### config.mk
export PLATFORM = sky130hd
export DESIGN_NAME = imem_loader
export DESIGN_NICKNAME = d
export VERILOG_FILES = /design/src/rtl/imem_loader_pkg.sv /design/src/rtl/imem_loader_byte_packer.sv /design/src/rtl/imem_loader.sv
export SDC_FILE = /design/constraint.sdc
export NUM_CORES = 1
export LEC_CHECK = 0
export BUFFER_PORTS_ARGS = -buffer_cell sky130_fd_sc_hd__buf_4
export CAP_MARGIN = 5
export CORE_ASPECT_RATIO = 2
export CORE_MARGIN = 2
export CORE_UTILIZATION = 49
export CTS_CLUSTER_SIZE = 28
export DETAILED_ROUTE_END_ITERATION = 12
export PLACE_DENSITY = 0.74
export SYNTH_ARGS = -nofsm -noshare
export SYNTH_HDL_FRONTEND = slang
export SYNTH_SLANG_ARGS = --single-unit
export TNS_END_PERCENT = 30
### constraint.sdc
create_clock -name clk -period 2.5 [get_ports clk]
set_clock_uncertainty 0.15 [all_clocks]
set_input_delay 0.25 -clock clk [delete_from_list [all_inputs] [get_ports clk]]
set_output_delay 0.25 -clock clk [all_outputs]
set_load 0.005 [all_outputs]
### src/rtl/imem_loader_pkg.sv
`default_nettype none
// imem_loader_pkg: state encoding and word geometry shared by the loader and its byte packer.
package imem_loader_pkg;

  typedef enum logic [2:0] {
    ST_IDLE  = 3'd0,
    ST_RECV  = 3'd1,
    ST_WRITE = 3'd2,
    ST_DONE  = 3'd3,
    ST_ERR   = 3'd4
  } state_t;

  localparam int BYTES_PER_WORD = 4;
  localparam int WORD_STRIDE    = 4;

endpackage
`default_nettype wire

### src/rtl/imem_loader_byte_packer.sv
`default_nettype none
// byte_packer: gathers accepted bytes into a 32-bit word; word_complete flags the last byte of each word.
module byte_packer
  import imem_loader_pkg::*;
#(
  parameter int BIG_ENDIAN = 1
) (
  input  logic        clk,
  input  logic        rst,
  input  logic        clear,
  input  logic        accept,
  input  logic [7:0]  data,
  output logic [31:0] word,
  output logic        word_complete
);

  localparam logic [1:0] LAST_BYTE = 2'(BYTES_PER_WORD - 1);

  logic [1:0]  cnt;
  logic [31:0] shreg;

  always_ff @(posedge clk or posedge rst) begin
    if (rst) begin
      cnt   <= 2'd0;
      shreg <= 32'd0;
    end else if (clear) begin
      cnt   <= 2'd0;
      shreg <= 32'd0;
    end else if (accept) begin
      cnt <= cnt + 2'd1;
      // Big-endian shifts toward the MSB so the first byte ends in [31:24].
      if (BIG_ENDIAN != 0) shreg <= {shreg[23:0], data};
      else                 shreg <= {data, shreg[31:8]};
    end
  end

  assign word          = shreg;
  assign word_complete = accept && (cnt == LAST_BYTE);

endmodule
`default_nettype wire

### src/rtl/imem_loader.sv
`default_nettype none
// imem_loader: streams a byte program into instruction memory as word writes, holding the CPU meanwhile.
module imem_loader
  import imem_loader_pkg::*;
#(
  parameter int MAX_WORDS  = 256,
  parameter int BIG_ENDIAN = 1
) (
  input  logic        clk,
  input  logic        rst,
  input  logic        start,
  input  logic [15:0] word_count,
  input  logic        abort,
  input  logic        byte_valid,
  input  logic [7:0]  byte_data,
  output logic        byte_ready,
  output logic        imem_we,
  output logic [31:0] imem_addr,
  output logic [31:0] imem_wdata,
  output logic        cpu_hold,
  output logic        pc_restart,
  output logic        busy,
  output logic        done,
  output logic        error
);

  localparam logic [31:0] MAX_W = 32'(MAX_WORDS);

  state_t      state, next_state;
  logic [15:0] count;
  logic [15:0] word_index;
  logic        error_q;
  logic        err_from_load;
  logic [31:0] packed_word;
  logic        word_complete;
  logic        start_ok;
  logic        start_accept;
  logic        last_word;
  logic        byte_accept;

  assign start_ok     = (word_count != 16'd0) && ({16'd0, word_count} <= MAX_W);
  assign start_accept = (state == ST_IDLE) && start && start_ok;
  assign last_word    = (word_index == (count - 16'd1));
  assign byte_accept  = byte_valid && byte_ready;

  byte_packer #(
    .BIG_ENDIAN(BIG_ENDIAN)
  ) u_packer (
    .clk          (clk),
    .rst          (rst),
    .clear        (start_accept),
    .accept       (byte_accept),
    .data         (byte_data),
    .word         (packed_word),
    .word_complete(word_complete)
  );

  always_ff @(posedge clk or posedge rst) begin
    if (rst) state <= ST_IDLE;
    else     state <= next_state;
  end

  always_comb begin
    next_state = state;
    byte_ready = 1'b0;
    imem_we    = 1'b0;
    cpu_hold   = 1'b0;
    pc_restart = 1'b0;
    busy       = 1'b0;
    done       = 1'b0;
    case (state)
      ST_IDLE: begin
        if (start) next_state = start_ok ? ST_RECV : ST_ERR;
      end
      ST_RECV: begin
        busy       = 1'b1;
        cpu_hold   = 1'b1;
        byte_ready = !abort;
        if (abort)              next_state = ST_ERR;
        else if (word_complete) next_state = ST_WRITE;
      end
      ST_WRITE: begin
        // The write is committed even when abort lands on this cycle.
        busy     = 1'b1;
        cpu_hold = 1'b1;
        imem_we  = 1'b1;
        if (abort)          next_state = ST_ERR;
        else if (last_word) next_state = ST_DONE;
        else                next_state = ST_RECV;
      end
      ST_DONE: begin
        done       = 1'b1;
        pc_restart = 1'b1;
        cpu_hold   = 1'b1;
        next_state = ST_IDLE;
      end
      ST_ERR: begin
        cpu_hold   = err_from_load;
        next_state = ST_IDLE;
      end
      default: next_state = ST_IDLE;
    endcase
  end

  always_ff @(posedge clk or posedge rst) begin
    if (rst) begin
      count         <= 16'd0;
      word_index    <= 16'd0;
      error_q       <= 1'b0;
      err_from_load <= 1'b0;
    end else begin
      if (start_accept) begin
        count      <= word_count;
        word_index <= 16'd0;
        error_q    <= 1'b0;
      end else if ((state == ST_WRITE) && !abort && !last_word) begin
        word_index <= word_index + 16'd1;
      end
      if (next_state == ST_ERR) begin
        error_q       <= 1'b1;
        err_from_load <= (state != ST_IDLE);
      end
    end
  end

  assign error      = error_q;
  assign imem_addr  = (state == ST_WRITE) ? ({16'd0, word_index} * 32'(WORD_STRIDE)) : 32'd0;
  assign imem_wdata = (state == ST_WRITE) ? packed_word : 32'd0;

endmodule
`default_nettype wire
Word level (Yosys, flattened, before mapping)
Cells that the tools add are included.
- $add $sub $neg: 3
- $lt $le $gt $ge: 1
- equality and inequality tests: 7
- mux-type cells: 22
- reductions and logical operators: 17
- operator list (cell ; count):
    $mux 32 ; 3
    $mux 16 ; 2
    $mux 18 ; 1
    $add 16x1->16 const B ; 1
    $eq 16x16->1 ; 1
    $le 16x9->1 const B ; 1
    $reduce_bool 16->1 ; 1
    $sub 16x1->16 const B ; 1
    $mux 3 ; 5
    $pmux 3 s3 ; 1
    $logic_and 1x1->1 ; 7
    $eq 3x2->1 const B ; 2
    $eq 3x3->1 const B ; 2
    $mux 1 ; 6
    $mux 2 ; 3
    $reduce_bool 2->1 ; 3
    $eq 3x1->1 const B ; 1
    $logic_not 3->1 ; 1
    $reduce_bool 3->1 ; 1
    $reduce_or 3->1 ; 1
    $add 2x1->2 const B ; 1
    $eq 2x2->1 const B ; 1
    $logic_not 1->1 ; 2
    $pmux 1 s2 ; 1
    $reduce_or 2->1 ; 1
- bits in registers: 71
- bits of input ports: 29
- output and inout port bits: 71

Longest topological paths before layout
- depth after elaboration: 9
- gate-level depth with buffers: 13
- mapped depth without buffers: 10

Cells and area by module
Synthesis repeated with hierarchy kept, for this count alone.
- cell total of the unflattened synthesis: 455
- area, all modules: 4297.9 µm²
- by module, submodules not included (module ; instances ; cells an instance ; area an instance (µm²) ; seq. area each (µm²)):
    imem_loader ; 1 ; 342 ; 2866.5 ; 925.9
    byte_packer ; 1 ; 113 ; 1431.4 ; 850.8

Worst setup path after synthesis
No wires, ideal clock.
- path kind: register to register
- from: register count[3]
- to: register word_index[2]
- arrival: 2319 ps
- setup slack: -65 ps
- stages on the path, launching flop included: 11
- path buffers: 2
- period minus slack after synthesis: 2565 ps
- cells stage by stage: dfrtp_1 > nor4_4 > nand4_1 > a2111oi_2 > o2111ai_1 > nand4bb_1 > o21ai_2 > buf_6 > buf_4 > o211ai_1 > o31ai_1
- word-level cells in the longest chain between the ends: 5
- RTL lines (what ; RTL line ; text):
    start: declaration ; imem_loader.sv:30 ; logic [15:0] count;
    start signal: assignment ; imem_loader.sv:113 ; count <= word_count;
    $sub 16x1->16 ; imem_loader.sv:43 ; assign last_word = (word_index == (count - 16'd1));
    $eq 16x16->1 ; imem_loader.sv:43 ;
    $logic_not 1->1 ; imem_loader.sv:116 ; end else if ((state == ST_WRITE) && !abort && !last_word) begin
    $logic_and 1x1->1 ; imem_loader.sv:116 ;
    $reduce_bool 2->1 (no line) ; -- ;
    end signal: assignment ; imem_loader.sv:117 ; word_index <= word_index + 16'd1;
    end: declaration ; imem_loader.sv:31 ; logic [15:0] word_index;
Every way passes these cells.
A chain may end at the register's enable or synchronous reset.

Worst setup path in the final report
- from: register count[2]
- to: register word_index[12]
Same word-level chain as after synthesis.

==> flow_metrics.tcl <==
set metrics [dict create \
    final_cells 715 \
    cts-root-buf "clkbuf_16" \
    dp.cells 684 \
    whs_ps 9.91 \
    die_x_um 68.9 \
    grt_use_total_pct 27.1 \
    synth_xor_area_share_pct 4.04 \
    cp_max_fo 13 \
    final_util_pct 69.9 \
    worst_slack_ps -296 \
    dr.first_iter.drc_count 371 \
    place_area_mm2 0.00508 \
    route.met3.wl_um 501 \
    syn_avg_cell_area_um2 8.45 \
    wl_met2_mm 6.81 \
    clk_pin_slew_ps 60 \
    grt_max_degree 72 \
    vias_per_cell 5.69 \
    crit_path_top_delay_cell "or4_1" \
    synthTopCellsByArea "dfrtp_1, nand2_1, and2_1" \
    synth.distinct_cells 51 \
    synth-main-ff-cell "dfrtp_1" \
    relSlewSlack_pct 66.7 \
    core_region_area_mm2 0.00823 \
    yosys_warnings 0 \
    drive_gt1_share_pct 30.3 \
    drc_errors 0 \
    maxSlewViolCount 0 \
    p_per_area_mw_per_mm2 479 \
    top_layer_used "met4" \
    synthMuxAreaShare_pct 0.516 \
    cts_buffers 9 \
    finalCritPeriodShare_pct 112 \
    cts_tree "done" \
    max_cap_violations 0 \
    p_leak_nw 2.73 \
    syn_to_final_growth_pct 39.6 \
    ys_ff_latch 71 \
    cpPeakStageDelay_ps 530 \
    synth-simple-area-share_pct 31.2 \
    antenna_cells 0 \
    status "finished, violations left" \
    path_cells "nor4_4, buf_6, nand3_2, nor4_4, o21ai_2, a21oi_2, o21ai_4, buf_12, or4_1, a21oi_2" \
    crit_type "register to register" \
    clock_path_buffers 2 \
    setup_viol 16 \
    drtAntennaViolNets 0 \
    first_pass_iters 5 \
    final_common_cell "buf_4" \
    rsz0062_at_grt "yes" \
    period_needed_ps 2800 \
    wl_per_cell_um 16.8 \
    setup_tns_ps -4060 \
    synth_top_family_by_area "simple AND/OR/NAND/NOR gates" \
    fin_nets 644 \
    io_pins 100 \
    place.gp.congestion 0.970 \
    end_kind "register" \
    synth_edf_count 0 \
    synth_seq_area_share_pct 43.1 \
    final_area_mm2 0.00576 \
    synth_compound_area_share_pct 13.0 \
    syn-cell-area_mm2 0.00412 \
    p_total_mw 2.76 \
    clock-sinks 71 \
    grt_pass1_vias 3894 \
    worstPathArrival_ps 2910 \
    worstMarginPinSlew_ps 496 \
    min_path_type "input pin to register" \
    start_kind "register" \
    cts_htree_levels 3 \
    grt_pass1_wl_mm 18.8 \
    post-place-ws_ps -257 \
    final_cell_mix "buf_4, nand2_1, dfrtp_1" \
    wl_met1_mm 4.25 \
    ir_drop_uv 463 \
    io_buffers 83 \
    required_ps 2610 \
    grt-ovfl-total 0 \
    die_area_mm2 0.00921 \
    synth_top_cell_by_area "dfrtp_1" \
    synth_cells 488 \
    synthArstFlopShare_pct 100 \
    dp.final_hpwl_mm 8.06 \
    die_y_um 134 \
    fmax_mhz 358 \
    violations "negative setup slack" \
    vias 4069 \
    report.final.hold_viol_count 0 \
    worstSkewPairLatency_ps 330 \
    wirelength_mm 12.0 \
    nFillCells 645 \
    antenna_found_initial 0 \
    initial_core_util_pct 50.1 \
    num_rows 47 \
    synth_top_area_share_pct 43.1 \
    synth_fa_ha_area_share_pct 0.910 \
]
-- worst paths after layout --
check / start / end / slack [ps] / cells after the start
setup / recovery: count[2] / word_index[12] / -300 / 10
hold / removal: byte_data[7] / u_packer.word[7] / 10 / 3
setup reg to reg: count[2] / word_index[12] / -300 / 10
hold reg to reg: error / error / 360 / 1
max in group asynchronous: rst / count[2] / 1460 / 4
min in group asynchronous: rst / u_packer.word[2] / 380 / 4
-- worst max-delay path, delay by kind of cell, from the launching register on --
kind            cells  cell delay, ps
simple gates        4            1190
compound gates      4             600
flops               1             450
buf+inv             2             340
-- registers in the layout, indices dropped and copies added, names as in the netlist --
signal,flops
u_packer.word,32
count,16
word_index,16
state,3
u_packer.cnt,2
err_from_load,1
error,1
-- final cells by class --
| type | count | area, um2 | area share [%] |
|---|---|---|---|
| tap | 98 | 123 | 2.13 |
| multi-input combinational | 376 | 2280 | 39.7 |
| timing repair buffer | 146 | 1210 | 21.1 |
| clock buffer | 9 | 225 | 3.91 |
| clock inverter | 7 | 103 | 1.78 |
| sequential | 71 | 1780 | 30.9 |
| inverter | 8 | 30.0 | 0.522 |
-- report_power, final --
group	total (mW)	internal (mW)	switching, mW
clock network	1.40	0.883	0.514
registers	1.17	1.16	0.0136
logic	0.189	0.0981	0.0908
total	2.76	2.14	0.619
-- routing by layer --
metal / track usage [%] / vias up
met5: 0 / -
met4: 11.1 / 0
met3: 4.81 / 42
met2: 49.4 / 162
met1: 29.2 / 1989
li1: - / 1876
-- logic make-up after synthesis --
family                     count (synthesis)
xor gates and xnor gates                  19
AOI/OAI and AO/OA                         87
other                                      1
DFF                                       71
adders and majority gates                  3
muxes                                      2
buffers and inverters                     56
and+or+nand+nor                          249
-- Yosys cell counts (8+ instances only) --
library cell,number
nor2_1,16
or4_1,9
inv_1,8
o21ai_0,9
a21oi_1,44
nand3_1,17
o31ai_1,8
dfrtp_1,71
xnor2_1,11
nand2_1,108
and2_1,57
clkbuf_1,28
xor2_1,8
buf_4,18
-- repair_timing --
item	in CTS	in global routing
endpoints found under the setup margin	16	62
pin swaps	6	8
gates resized for setup	16	27
endpoints found under the hold margin	79	0
cloned	1	1
buffers inserted	2	3
hold buffers	9	0
Power figures use the tool's default switching activity.
